--- src/rtl/pipeline_deliver_chain.sv ---
// pipeline_deliver_chain: DEPTH-slot payload/valid register chain placed
// between pipeline stages. It keeps the producer/consumer stall semantics at
// its ends, adds a synchronous flush, lets internal bubbles collapse, and
// reports how many slots hold a valid entry.
module pipeline_deliver_chain #(
    parameter int WIDTH = 32,
    parameter int DEPTH = 1
) (
    input  logic                       clk,
    input  logic                       rst,
    input  logic                       flush,
    input  logic                       stall_current_stage,
    input  logic                       stall_next_stage,
    input  logic                       valid_in,
    input  logic [WIDTH-1:0]           data_in,
    output logic                       ready_out,
    output logic                       valid_out,
    output logic [WIDTH-1:0]           data_out,
    output logic [$clog2(DEPTH+1)-1:0] occupancy
);

    localparam int OCC_W = $clog2(DEPTH+1);

    // v[k] / d[k]: slot k valid and payload; d[k] is kept zero while v[k]=0
    logic [DEPTH-1:0]            v;
    logic [DEPTH-1:0][WIDTH-1:0] d;
    logic [DEPTH-1:0]            adv;
    logic                        load_valid;

    // Advance chain: a slot loads when it is empty or its occupant moves on.
    // With DEPTH=1 the single slot holds whenever the consumer stalls, so the
    // legacy register behaviour is kept; with DEPTH>1 an empty output slot
    // still fills under stall so the chain can hold DEPTH entries.
    always_comb begin : advance_chain
        logic chain;
        chain = !stall_next_stage;
        if (DEPTH > 1) begin
            chain = chain | !v[DEPTH-1];
        end
        adv          = '0;
        adv[DEPTH-1] = chain;
        for (int unsigned i = 1; i < DEPTH; i++) begin
            chain              = chain | !v[DEPTH-1-i];
            adv[DEPTH-1-i]     = chain;
        end
    end

    // Entry qualifier: a stalled producer injects a bubble instead of data
    always_comb begin
        load_valid = !stall_current_stage & valid_in;
    end

    // Slot registers: async reset, then flush, then normal shift/load/hold
    always_ff @(posedge clk or posedge rst) begin
        if (rst) begin
            v <= '0;
            d <= '0;
        end else if (flush) begin
            v <= '0;
            d <= '0;
        end else begin
            for (int unsigned k = 1; k < DEPTH; k++) begin
                if (adv[k]) begin
                    v[k] <= v[k-1];
                    d[k] <= d[k-1];
                end
            end
            if (adv[0]) begin
                v[0] <= load_valid;
                d[0] <= load_valid ? data_in : '0;
            end
        end
    end

    // Boundary outputs: output slot and producer handshake
    always_comb begin
        ready_out = adv[0] & !stall_current_stage & !flush;
        valid_out = v[DEPTH-1];
        data_out  = d[DEPTH-1];
    end

    // Occupancy: popcount of the registered valid bits
    always_comb begin
        occupancy = '0;
        for (int unsigned i = 0; i < DEPTH; i++) begin
            occupancy = occupancy + OCC_W'(v[i]);
        end
    end

endmodule
--- config.mk ---
export PLATFORM = sky130hd
export DESIGN_NAME = pipeline_deliver_chain
export DESIGN_NICKNAME = d
export VERILOG_FILES = /design/src/rtl/pipeline_deliver_chain.sv
export SDC_FILE = /design/constraint.sdc
export NUM_CORES = 1
export LEC_CHECK = 0
export ABC_CLOCK_PERIOD_IN_PS = 800
export CAP_MARGIN = 20
export CORE_UTILIZATION = 55
export DETAILED_ROUTE_END_ITERATION = 10
export DONT_BUFFER_PORTS = 1
export PLACE_DENSITY = 0.75
export SYNTH_ARGS = -nofsm -noshare
export SYNTH_HDL_FRONTEND = slang
export SYNTH_SLANG_ARGS = --single-unit
--- constraint.sdc ---
create_clock -name clk -period 0.8 [get_ports clk]
set_input_delay 0.04 -clock clk [delete_from_list [all_inputs] [get_ports clk]]
set_output_delay 0.04 -clock clk [all_outputs]
set_load 0.02 [all_outputs]
# == Word level (Yosys, flattened, before mapping) ==
# Index checks and enable logic that the tools add are counted.
# word_totals
output_inout_bits,35
reg_bits,33
# classes
muxes,5
n_reduce_logical,3
n_eq_ne,1
n_bitwise,3
# op_table
op,n
$mux W32,3
$and A1 B1 Y1,3
$logic_not A1 Y1,3
$mux W1,2
$ne A2 B2 Y1 const B,1

# == Depth between registers and ports, before layout ==
# Gate-level depths: netlist of run 1.
# depth
depth_word,5
mapped_depth,4

# == Least setup slack after synthesis of run 1 ==
# Ideal clock, no wire load.
# synth_timing
kind,in2out
start,input port stall_next_stage
end,output port ready_out
arrival_time_ns,0.811
path_buffers,2
setup_slack_ns,-0.051
t_required_ns,0.760
stages,3
path_cell_list,buf_2 > buf_2 > nor3_1
# synth_via
elab_chain_cells,3
# synth_lines
element,line_no,source
from (decl),13,"input logic stall_next_stage,"
$logic_not A1 Y1,36,chain = !stall_next_stage;
$and A1 B1 Y1 (2 in series),77,ready_out = adv[0] & !stall_current_stage & !flush;
to (decl),16,"output logic ready_out,"
# No other way between the ends.

# == Worst setup path after layout of run 1 ==
# layout_timing
start,register d (netlist bit data_out[16])
end,output port data_out[16]
# layout_rtl
element,line_no,source
from (decl),26,logic [DEPTH-1:0][WIDTH-1:0] d;
"from (signal, indexed assignment)",65,d[k] <= d[k-1];
to (decl),18,"output logic [WIDTH-1:0] data_out,"
# No word-level cell between the ends.

==> results.cfg, run 1 <==
[power_and_ir_drop]
p_leak_nw = 0.934
total_power_mw = 3.13
worst_ir_drop_vdd_mv = 1.36
power_density_nw_per_um2 = 1460

[timing]
finalHoldViolCount = 33
rsz_0062_raised_after_global_routing = yes
fin_setup_tns_ps = -3820
slew_headroom = 0.742
fmax_ghz = 1.07
final-setup-viol-count = 35
final_max_slew_viol_count = 0
post-route-min-period_ps = 930
timing.hold.ws_ps = -239
clock_skew_ps = 0
timing.final.ws_setup_ps = -130
share_of_the_clock_period_used_by_the_worst_path = 1.16
worst_pin_slew_ps = 385

[drt]
vias_per_cell = 5.98
number_of_nets_with_antenna_violations_after_routing = 0
routed-via-count = 1340
detailed_route_wire_length_um = 3930
firstDrtPassIters = 5
detail_route.wl_per_cell_um = 17.5
route.detailed.drc = 0
drt_iter0_markers = 86

[floorplanning]
num_io_pins = 73
placeableCoreArea_um2 = 2730
die_width_um = 55.6
initial_utilization = 0.577
die-area_um2 = 3090
die_height_um = 55.6
std_cell_rows = 19

[cts]
clk_path_buf_depth = 2
clock_tree.root_cell = sky130_fd_sc_hd__clkbuf_4
cts_buffers = 5
cts_num_sinks = 33
tritoncts_clock_tree = done
clk_latency_ps = 330
htree_levels = 2
cts-hold-fix-buffers = 1
cts.reportedPaths.clkPinSlew_ps = 100

[worst_setup_path]
critical-path-top-delay-family = flip-flops
setup.worst_path.end_class = primary output
timing.critical_path.slowest_stage_cell = sky130_fd_sc_hd__dfrtp_1
timing.critical_path.buf_inv = 1
crit_chain = buf_6
path_class = register to primary output
worst-endpoint-arrival_ps = 890
startpoint_type = register
critPathMaxFanout = 2
critical_path_required_ps = 760
crit_path_max_incr_delay_ps = 420

[placed_design]
dp_hpwl_um = 2110
finalWeightedCongestion = 0.736
dp.cells = 199
port-buffer-count = 0
preCtsSetupSlack_ps = 173
placedInstanceArea_um2 = 1800

[grt]
grt_first_pass_wirelength_um = 6040
grt_start_max_net_pins = 68
leftover_overflow_at_the_end_of_global_routing = 0
vias_in_the_first_global_route = 1313
grt_antenna_before_repair = 0
grtUsageTotal = 0.255

[run_status]
outcome = complete, but fails checks
violations_in_the_final_reports = negative hold slack, negative setup slack

[layout]
area.growth.synth_to_final_pct = 36.2
layout.core_utilization = 0.786
diodes = 0
drive_above_1_share = 0.342
layout.cells.non_filler = 224
num-nets-final = 230
design_area_um2 = 2150

[synth]
post_synth_instance_area_um2 = 1580
netlist_instances = 152
yosysWarnings = 0
ys_seq_elements = 33
post_synth_main_area_contributors = sky130_fd_sc_hd__dfrtp_1 (52%), sky130_fd_sc_hd__nand4bb_1 (23%), sky130_fd_sc_hd__a21oi_1 (10%), sky130_fd_sc_hd__nand2_1 (7.9%), sky130_fd_sc_hd__clkbuf_1 (2.6%)
seq_area_frac_synth = 0.523
synth_area_leader_cell = sky130_fd_sc_hd__dfrtp_1
synthesis.nets = 190
synth_cell_types = 11
synth_largest_type_area_fraction = 0.523
synth_area_per_cell_um2 = 10.4

[flow_run]
maxCapViolations = 0

[hold_path]
hp-class = input pin to register
layer usage:
metal  global-route usage  vias to the layer above  wire (um)
met2                0.429                       48       2190
met4                0.121                        0         39
met5                    0                        -          0
li1                     -                      620          -
met1                0.306                      668       1520
met3               0.0632                        4        187
flip-flops by register name, indices dropped and copies added, names as in the netlist:
signal     count
data_out      32
valid_out      1
kinds of logic (layout without fill, tap and decap cells):
logic type / after synthesis / count (layout) / share of synthesized area
compound gates: 33 / 33 / 0.105
buf+inv: 19 / 60 / 0.0563
flops: 33 / 33 / 0.523
simple gates: 67 / 67 / 0.316
cells in the mapped netlist:
library cell / n
sky130_fd_sc_hd__a21oi_1: 33
sky130_fd_sc_hd__buf_2: 5
sky130_fd_sc_hd__buf_4: 1
sky130_fd_sc_hd__buf_6: 1
sky130_fd_sc_hd__clkbuf_1: 11
sky130_fd_sc_hd__dfrtp_1: 33
sky130_fd_sc_hd__inv_1: 1
sky130_fd_sc_hd__nand2_1: 33
sky130_fd_sc_hd__nand4bb_1: 32
sky130_fd_sc_hd__nor3_1: 1
sky130_fd_sc_hd__or3b_1: 1
layout make-up:
class / count / area, um2
Sequential cell: 33 / 826
Multi-Input combinational cell: 100 / 689
Fill cell: 180 / 584
Timing Repair Buffer: 51 / 522
Clock buffer: 7 / 65.1
Tap cell: 31 / 38.8
Clock inverter: 1 / 5.00
Inverter: 1 / 3.75
power by group:
| group | internal [mW] | switching (mW) | leakage (nW) |
|---|---|---|---|
| clock network | 0.509 | 0.549 | 0.0413 |
| logic | 0.197 | 0.143 | 0.437 |
| registers | 1.71 | 0.0296 | 0.456 |
final timing paths:
check | end | start | slack [ps] | cells past startpoint
min in group asynchronous | data_out[22] | rst | 220 | 3
max reg2reg | data_out[14] | data_out[14] | -90 | 4
max | data_out[16] | data_out[16] | -130 | 1
min reg2reg | data_out[12] | data_out[12] | 550 | 2
min | data_out[27] | flush | -240 | 1
max in group asynchronous | data_out[6] | rst | 410 | 3
layout by cell type (no fill, tap or decap):
master                           n
sky130_fd_sc_hd__a21oi_1        30
sky130_fd_sc_hd__a21oi_2         3
sky130_fd_sc_hd__buf_12          1
sky130_fd_sc_hd__buf_4          16
sky130_fd_sc_hd__buf_6          33
sky130_fd_sc_hd__clkbuf_4        5
sky130_fd_sc_hd__clkbuf_8        2
sky130_fd_sc_hd__clkinv_2        1
sky130_fd_sc_hd__dfrtp_1        33
sky130_fd_sc_hd__dlygate4sd3_1   1
sky130_fd_sc_hd__inv_1           1
sky130_fd_sc_hd__nand2_1        29
sky130_fd_sc_hd__nand2_2         4
sky130_fd_sc_hd__nand4bb_1      32
sky130_fd_sc_hd__nor3_2          1
sky130_fd_sc_hd__or3b_1          1
repair_timing:
item | in CTS | in global routing
setup buffers | 9 | 9
resized for setup | 33 | 7
pin swaps | 0 | 4
hold endpoints to repair | 66 | 33
setup endpoints to repair | 34 | 36
Power figures use the tool's default switching activity.
==> inputs of run 2 (changes only) <==
--- a/config.mk
+++ b/config.mk
@@ -11,6 +11,7 @@
 export DETAILED_ROUTE_END_ITERATION = 10
 export DONT_BUFFER_PORTS = 1
 export PLACE_DENSITY = 0.75
+export SKIP_CTS_REPAIR_TIMING = 1
 export SYNTH_ARGS = -nofsm -noshare
 export SYNTH_HDL_FRONTEND = slang
 export SYNTH_SLANG_ARGS = --single-unit
==> run 2 against run 1 <==
  * The run still ends with negative hold slack, negative setup slack left
  * Non-clock buffer count is 1 higher
  * Die area is the same
  * Combinational power about the same
  * Clock skew unchanged
  * Design area is 0.12% higher
  * Routed wire length about the same
  * Worst setup slack better by 0.99 ps
  * Flip-flop and latch count stayed put
  * Clock power barely moved
  * Worst hold slack improved by 3.8 ps
  * Power about the same
  * Register-to-register slack better by 110 ps
  * Highest routed layer unchanged
==> results.cfg, run 2 (synthesis gave the netlist of run 1 again) <==
[timing]
timing.hold.ws_ps = -236
worst_pin_slew_ps = 412
fmax_ghz = 1.08
slew_headroom = 0.724
final-setup-viol-count = 34
clock_skew_ps = 0
final_max_slew_viol_count = 0
timing.final.ws_setup_ps = -129
post-route-min-period_ps = 929
rsz_0062_raised_after_global_routing = yes
finalHoldViolCount = 33
share_of_the_clock_period_used_by_the_worst_path = 1.16

[drt]
detail_route.wl_per_cell_um = 17.5
route.detailed.drc = 0
firstDrtPassIters = 4
routed-via-count = 1329
vias_per_cell = 5.91
number_of_nets_with_antenna_violations_after_routing = 0
detailed_route_wire_length_um = 3930
drt_iter0_markers = 92

[run_status]
outcome = complete, but fails checks
violations_in_the_final_reports = negative hold slack, negative setup slack

[floorplanning]
std_cell_rows = 19
die-area_um2 = 3090
initial_utilization = 0.577
placeableCoreArea_um2 = 2730
num_io_pins = 73
die_width_um = 55.6
die_height_um = 55.6

[worst_setup_path]
regToRegSetupSlack_ps = 20
crit_path_max_incr_delay_ps = 420
worstRegToRegCells = 3
r2r_endpoint = data_out[4]
critical_path_required_ps = 760
timing.critical_path.slowest_stage_cell = sky130_fd_sc_hd__dfrtp_1
critPathMaxFanout = 2
r2r-start = data_out[4]
setup.worst_path.end_class = primary output
path_class = register to primary output
worst-endpoint-arrival_ps = 890
startpoint_type = register
crit_chain = buf_6
timing.critical_path.buf_inv = 1
critical-path-top-delay-family = flip-flops

[power_and_ir_drop]
power_density_nw_per_um2 = 1450
p_leak_nw = 0.938
worst_ir_drop_vdd_mv = 1.35
total_power_mw = 3.13

[layout]
diodes = 0
fillerInstances = 179
num-nets-final = 231
multiInputGateArea_um2 = 684
drive_above_1_share = 0.335
sequential_cell_area_um2 = 826
commonest_cells_after_routing_fill_and_taps_aside = sky130_fd_sc_hd__dfrtp_1 (33), sky130_fd_sc_hd__buf_6 (33), sky130_fd_sc_hd__nand4bb_1 (32), sky130_fd_sc_hd__nand2_1 (31), sky130_fd_sc_hd__a21oi_1 (30)
area.growth.synth_to_final_pct = 36.4
largest_register_ffs = 32

[placed_design]
dp_hpwl_um = 2110
preCtsSetupSlack_ps = 173
port-buffer-count = 0
finalWeightedCongestion = 0.736

[grt]
leftover_overflow_at_the_end_of_global_routing = 0
grt_antenna_before_repair = 0
grt_first_pass_wirelength_um = 5510
grt_start_max_net_pins = 68
vias_in_the_first_global_route = 1225
grtUsageTotal = 0.232

[cts]
clk_path_buf_depth = 2
cts_buffers = 5
clk_latency_ps = 330
clock_tree.root_cell = sky130_fd_sc_hd__clkbuf_4
cts_num_sinks = 33
tritoncts_clock_tree = done
htree_levels = 2
cts.reportedPaths.clkPinSlew_ps = 100

[hold_path]
worstHoldPathCells = 1
hold-path-endpoint = data_out[24]
worst_hold_startpoint = flush
hp-class = input pin to register

[flow_run]
maxCapViolations = 0
[run 2: cell types whose count changed in the layout (fill, tap and decap cells not counted)]
cell                      previous run  this run
sky130_fd_sc_hd__nand2_1            29        31
sky130_fd_sc_hd__nand2_2             4         2
sky130_fd_sc_hd__buf_4              16        17
[run 2: where the power goes]
part	internal (mW)	total (mW)	switching, mW
Sequential	1.71	1.74	0.0302
Combinational	0.197	0.339	0.142
Clock	0.509	1.05	0.546
Total	2.41	3.13	0.718
[run 2: metrics by stage]
step            util  hold WS (ps)  cells  instance area, um2  setup TNS, ps
3_3_place_gp   0.660         -14.9    199                1800              0
6_report       0.787          -236    225                2150          -3730
4_1_cts        0.686          -376    207                1870          -4540
5_1_grt        0.787          -269    225                2150          -5060
2_1_floorplan      -           169    152                1580              0
3_5_place_dp   0.660         -10.0    199                1800              0
[run 2: layer usage]
layer	part of all wire	routed length [um]	track usage
met5	0	0	0
met4	0.015	59	0.107
met3	0.056	220	0.0609
met2	0.53	2090	0.391
met1	0.40	1560	0.276
[run 2: how the worst max path moves through the flow]
stage | from | endpoint | slack, ps | cells past startpoint
4_1_cts | valid_out | valid_out | -150 | 1
2_1_floorplan | rst | data_out[0] | 40 | 1
3_5_place_dp | data_out[11] | data_out[11] | 170 | 2
5_1_grt | data_out[11] | data_out[11] | -170 | 1
6_report | data_out[9] | data_out[9] | -130 | 1
3_3_place_gp | stall_current_stage | valid_out | 190 | 2
[run 2: worst register-to-register path, cell delays in order (launching register included)]
cell	delay [ps]
sky130_fd_sc_hd__dfrtp_1	390
sky130_fd_sc_hd__buf_4	110
sky130_fd_sc_hd__nand2_1	40
sky130_fd_sc_hd__a21oi_1	170
[run 2: final cells by class]
cell class              count  share of cell area
clock buffers               7              0.0302
clock inverters             1             0.00233
inverters                   1             0.00174
well taps                  31              0.0180
repair buffers             52               0.246
flip-flops and latches     33               0.384
multi-input cells         100               0.318
==> inputs of run 3 (changes only) <==
--- a/config.mk
+++ b/config.mk
@@ -5,12 +5,13 @@
 export SDC_FILE = /design/constraint.sdc
 export NUM_CORES = 1
 export LEC_CHECK = 0
-export ABC_CLOCK_PERIOD_IN_PS = 800
+export ABC_CLOCK_PERIOD_IN_PS = 1150
 export CAP_MARGIN = 20
-export CORE_UTILIZATION = 55
+export CORE_ASPECT_RATIO = 1.25
+export CORE_UTILIZATION = 66
 export DETAILED_ROUTE_END_ITERATION = 10
 export DONT_BUFFER_PORTS = 1
-export PLACE_DENSITY = 0.75
+export PLACE_DENSITY = 0.84
 export SKIP_CTS_REPAIR_TIMING = 1
 export SYNTH_ARGS = -nofsm -noshare
 export SYNTH_HDL_FRONTEND = slang
==> constraint.sdc (replaced) <==
create_clock -name clk -period 1.15 [get_ports clk]
set_input_delay 0.0575 -clock clk [delete_from_list [all_inputs] [get_ports clk]]
set_output_delay 0.0575 -clock clk [all_outputs]
set_load 0.02 [all_outputs]
==> run 3 against run 2 <==
  * The flow finishes with violations (negative hold slack)
  * Non-clock buffer count decreased by 47
  * Combinational power down 59%
  * Clock-buffer cell count fell by 1
  * Global-route usage is 3.3 points higher
  * Via count fell by 16%
  * Die area down 16%
  * Register-to-register slack improved by 330 ps
  * Worst hold slack improved by 87 ps
  * Critical path type unchanged
==> results.cfg, run 3 (synthesis gave the netlist of run 1 again) <==
[timing]
fin_setup_tns_ps = 0
share_of_the_clock_period_used_by_the_worst_path = 0.838
fmax_ghz = 1.04
post-route-min-period_ps = 964
worst_pin_slew_ps = 406
final_max_slew_viol_count = 0
slew_headroom = 0.730
rsz_0062_raised_after_global_routing = no
final-setup-viol-count = 0
timing.hold.ws_ps = -149
finalHoldViolCount = 33
timing.final.ws_setup_ps = 186
clock_skew_ps = 0

[worst_setup_path]
r2r_endpoint = data_out[19]
timing.critical_path.slowest_stage_cell = sky130_fd_sc_hd__dfrtp_1
worst-endpoint-arrival_ps = 910
regToRegSetupSlack_ps = 350
startpoint_type = register
critPathMaxFanout = 2
crit_path_max_incr_delay_ps = 390
path_class = register to primary output
crit_chain = buf_4
critical-path-top-delay-family = flip-flops
critical_path_required_ps = 1090
setup.worst_path.end_class = primary output
worstRegToRegCells = 2
r2r-start = data_out[19]
timing.critical_path.buf_inv = 1

[floorplanning]
initial_utilization = 0.706
std_cell_rows = 19
die_height_um = 56.7
die_width_um = 45.7
placeableCoreArea_um2 = 2230
die-area_um2 = 2590
num_io_pins = 73

[layout]
commonest_cells_after_routing_fill_and_taps_aside = sky130_fd_sc_hd__nand2_1 (33), sky130_fd_sc_hd__a21oi_1 (33), sky130_fd_sc_hd__dfrtp_1 (33), sky130_fd_sc_hd__nand4bb_1 (32), sky130_fd_sc_hd__clkbuf_4 (5)
largest_register_ffs = 32
layout.core_utilization = 0.732
area.growth.synth_to_final_pct = 3.65
fillerInstances = 184
num-nets-final = 184
drive_above_1_share = 0.0748
diodes = 0

[run_status]
outcome = complete, but fails checks
violations_in_the_final_reports = negative hold slack

[drt]
detail_route.wl_per_cell_um = 17.7
drt_iter0_markers = 29
detailed_route_wire_length_um = 3150
vias_per_cell = 6.30
number_of_nets_with_antenna_violations_after_routing = 0
routed-via-count = 1121
firstDrtPassIters = 4
route.detailed.drc = 0

[power_and_ir_drop]
p_leak_nw = 0.647
worst_ir_drop_vdd_mv = 0.921
power_density_nw_per_um2 = 1210

[hold_path]
hp-class = input pin to register
hold-path-endpoint = valid_out
worstHoldPathCells = 2
worst_hold_startpoint = stall_next_stage

[cts]
tritoncts_clock_tree = done
cts_num_sinks = 33
clk_latency_ps = 330
htree_levels = 2
cts_buffers = 5
clock_tree.root_cell = sky130_fd_sc_hd__clkbuf_4
clk_path_buf_depth = 2
cts.reportedPaths.clkPinSlew_ps = 100

[grt]
vias_in_the_first_global_route = 1129
grt_start_max_net_pins = 68
grt_antenna_before_repair = 0
grtUsageTotal = 0.264
grt_first_pass_wirelength_um = 4770
leftover_overflow_at_the_end_of_global_routing = 0

[placed_design]
dp_hpwl_um = 1920
finalWeightedCongestion = 0.624
preCtsSetupSlack_ps = 334
port-buffer-count = 0

[flow_run]
maxCapViolations = 0
-- run 3: cell count changes in the layout (fill, tap and decap cells not counted), moves of 2 or more --
cell	before	now
sky130_fd_sc_hd__buf_6	33	0
sky130_fd_sc_hd__nand2_2	2	0
sky130_fd_sc_hd__buf_4	17	3
sky130_fd_sc_hd__a21oi_1	30	33
sky130_fd_sc_hd__a21oi_2	3	0
sky130_fd_sc_hd__nand2_1	31	33
sky130_fd_sc_hd__clkbuf_8	2	0
-- run 3: how the worst max path moves through the flow --
| stage | to | from | depth (start not counted) |
|---|---|---|---|
| 2_1_floorplan | ready_out | stall_next_stage | 3 |
| 3_3_place_gp | data_out[2] | data_out[2] | 2 |
| 3_5_place_dp | data_out[19] | data_out[19] | 2 |
| 4_1_cts | occupancy | valid_out | 1 |
| 5_1_grt | valid_out | valid_out | 1 |
| 6_report | valid_out | valid_out | 1 |
-- run 3: per-stage QoR --
step	total power [mW]	instance area [um2]	instances
global placement	1.37	1550	168
global route	2.07	1640	178
CTS	1.99	1610	176
detailed placement	1.38	1550	168
floorplan	1.42	1580	152
finish	1.98	1640	178
-- run 3: report_power, final --
group	switching (mW)	leakage, nW	internal (mW)	total (mW)
logic	0.0642	0.159	0.0760	0.140
clock network	0.368	0.0320	0.232	0.601
registers	0.0512	0.456	1.19	1.24
total	0.484	0.647	1.49	1.98
-- run 3: layout make-up --
cell class | instances | area [um2] | area share
clock buffers | 6 | 41.3 | 0.0252
clock inverters | 2 | 10.0 | 0.00612
inverters | 1 | 3.75 | 0.00230
multi-input cells | 100 | 663 | 0.406
flip-flops and latches | 33 | 826 | 0.505
well taps | 31 | 38.8 | 0.0237
repair buffers | 5 | 52.6 | 0.0321
-- run 3: per-layer routing --
metal  global-route usage  vias up  routed length (um)
li1                     -      533                   -
met1                0.275      524                1190
met2                0.435       57                1610
met3               0.0836        7                 280
met4                0.172        0                  72
met5                    0        -                   0
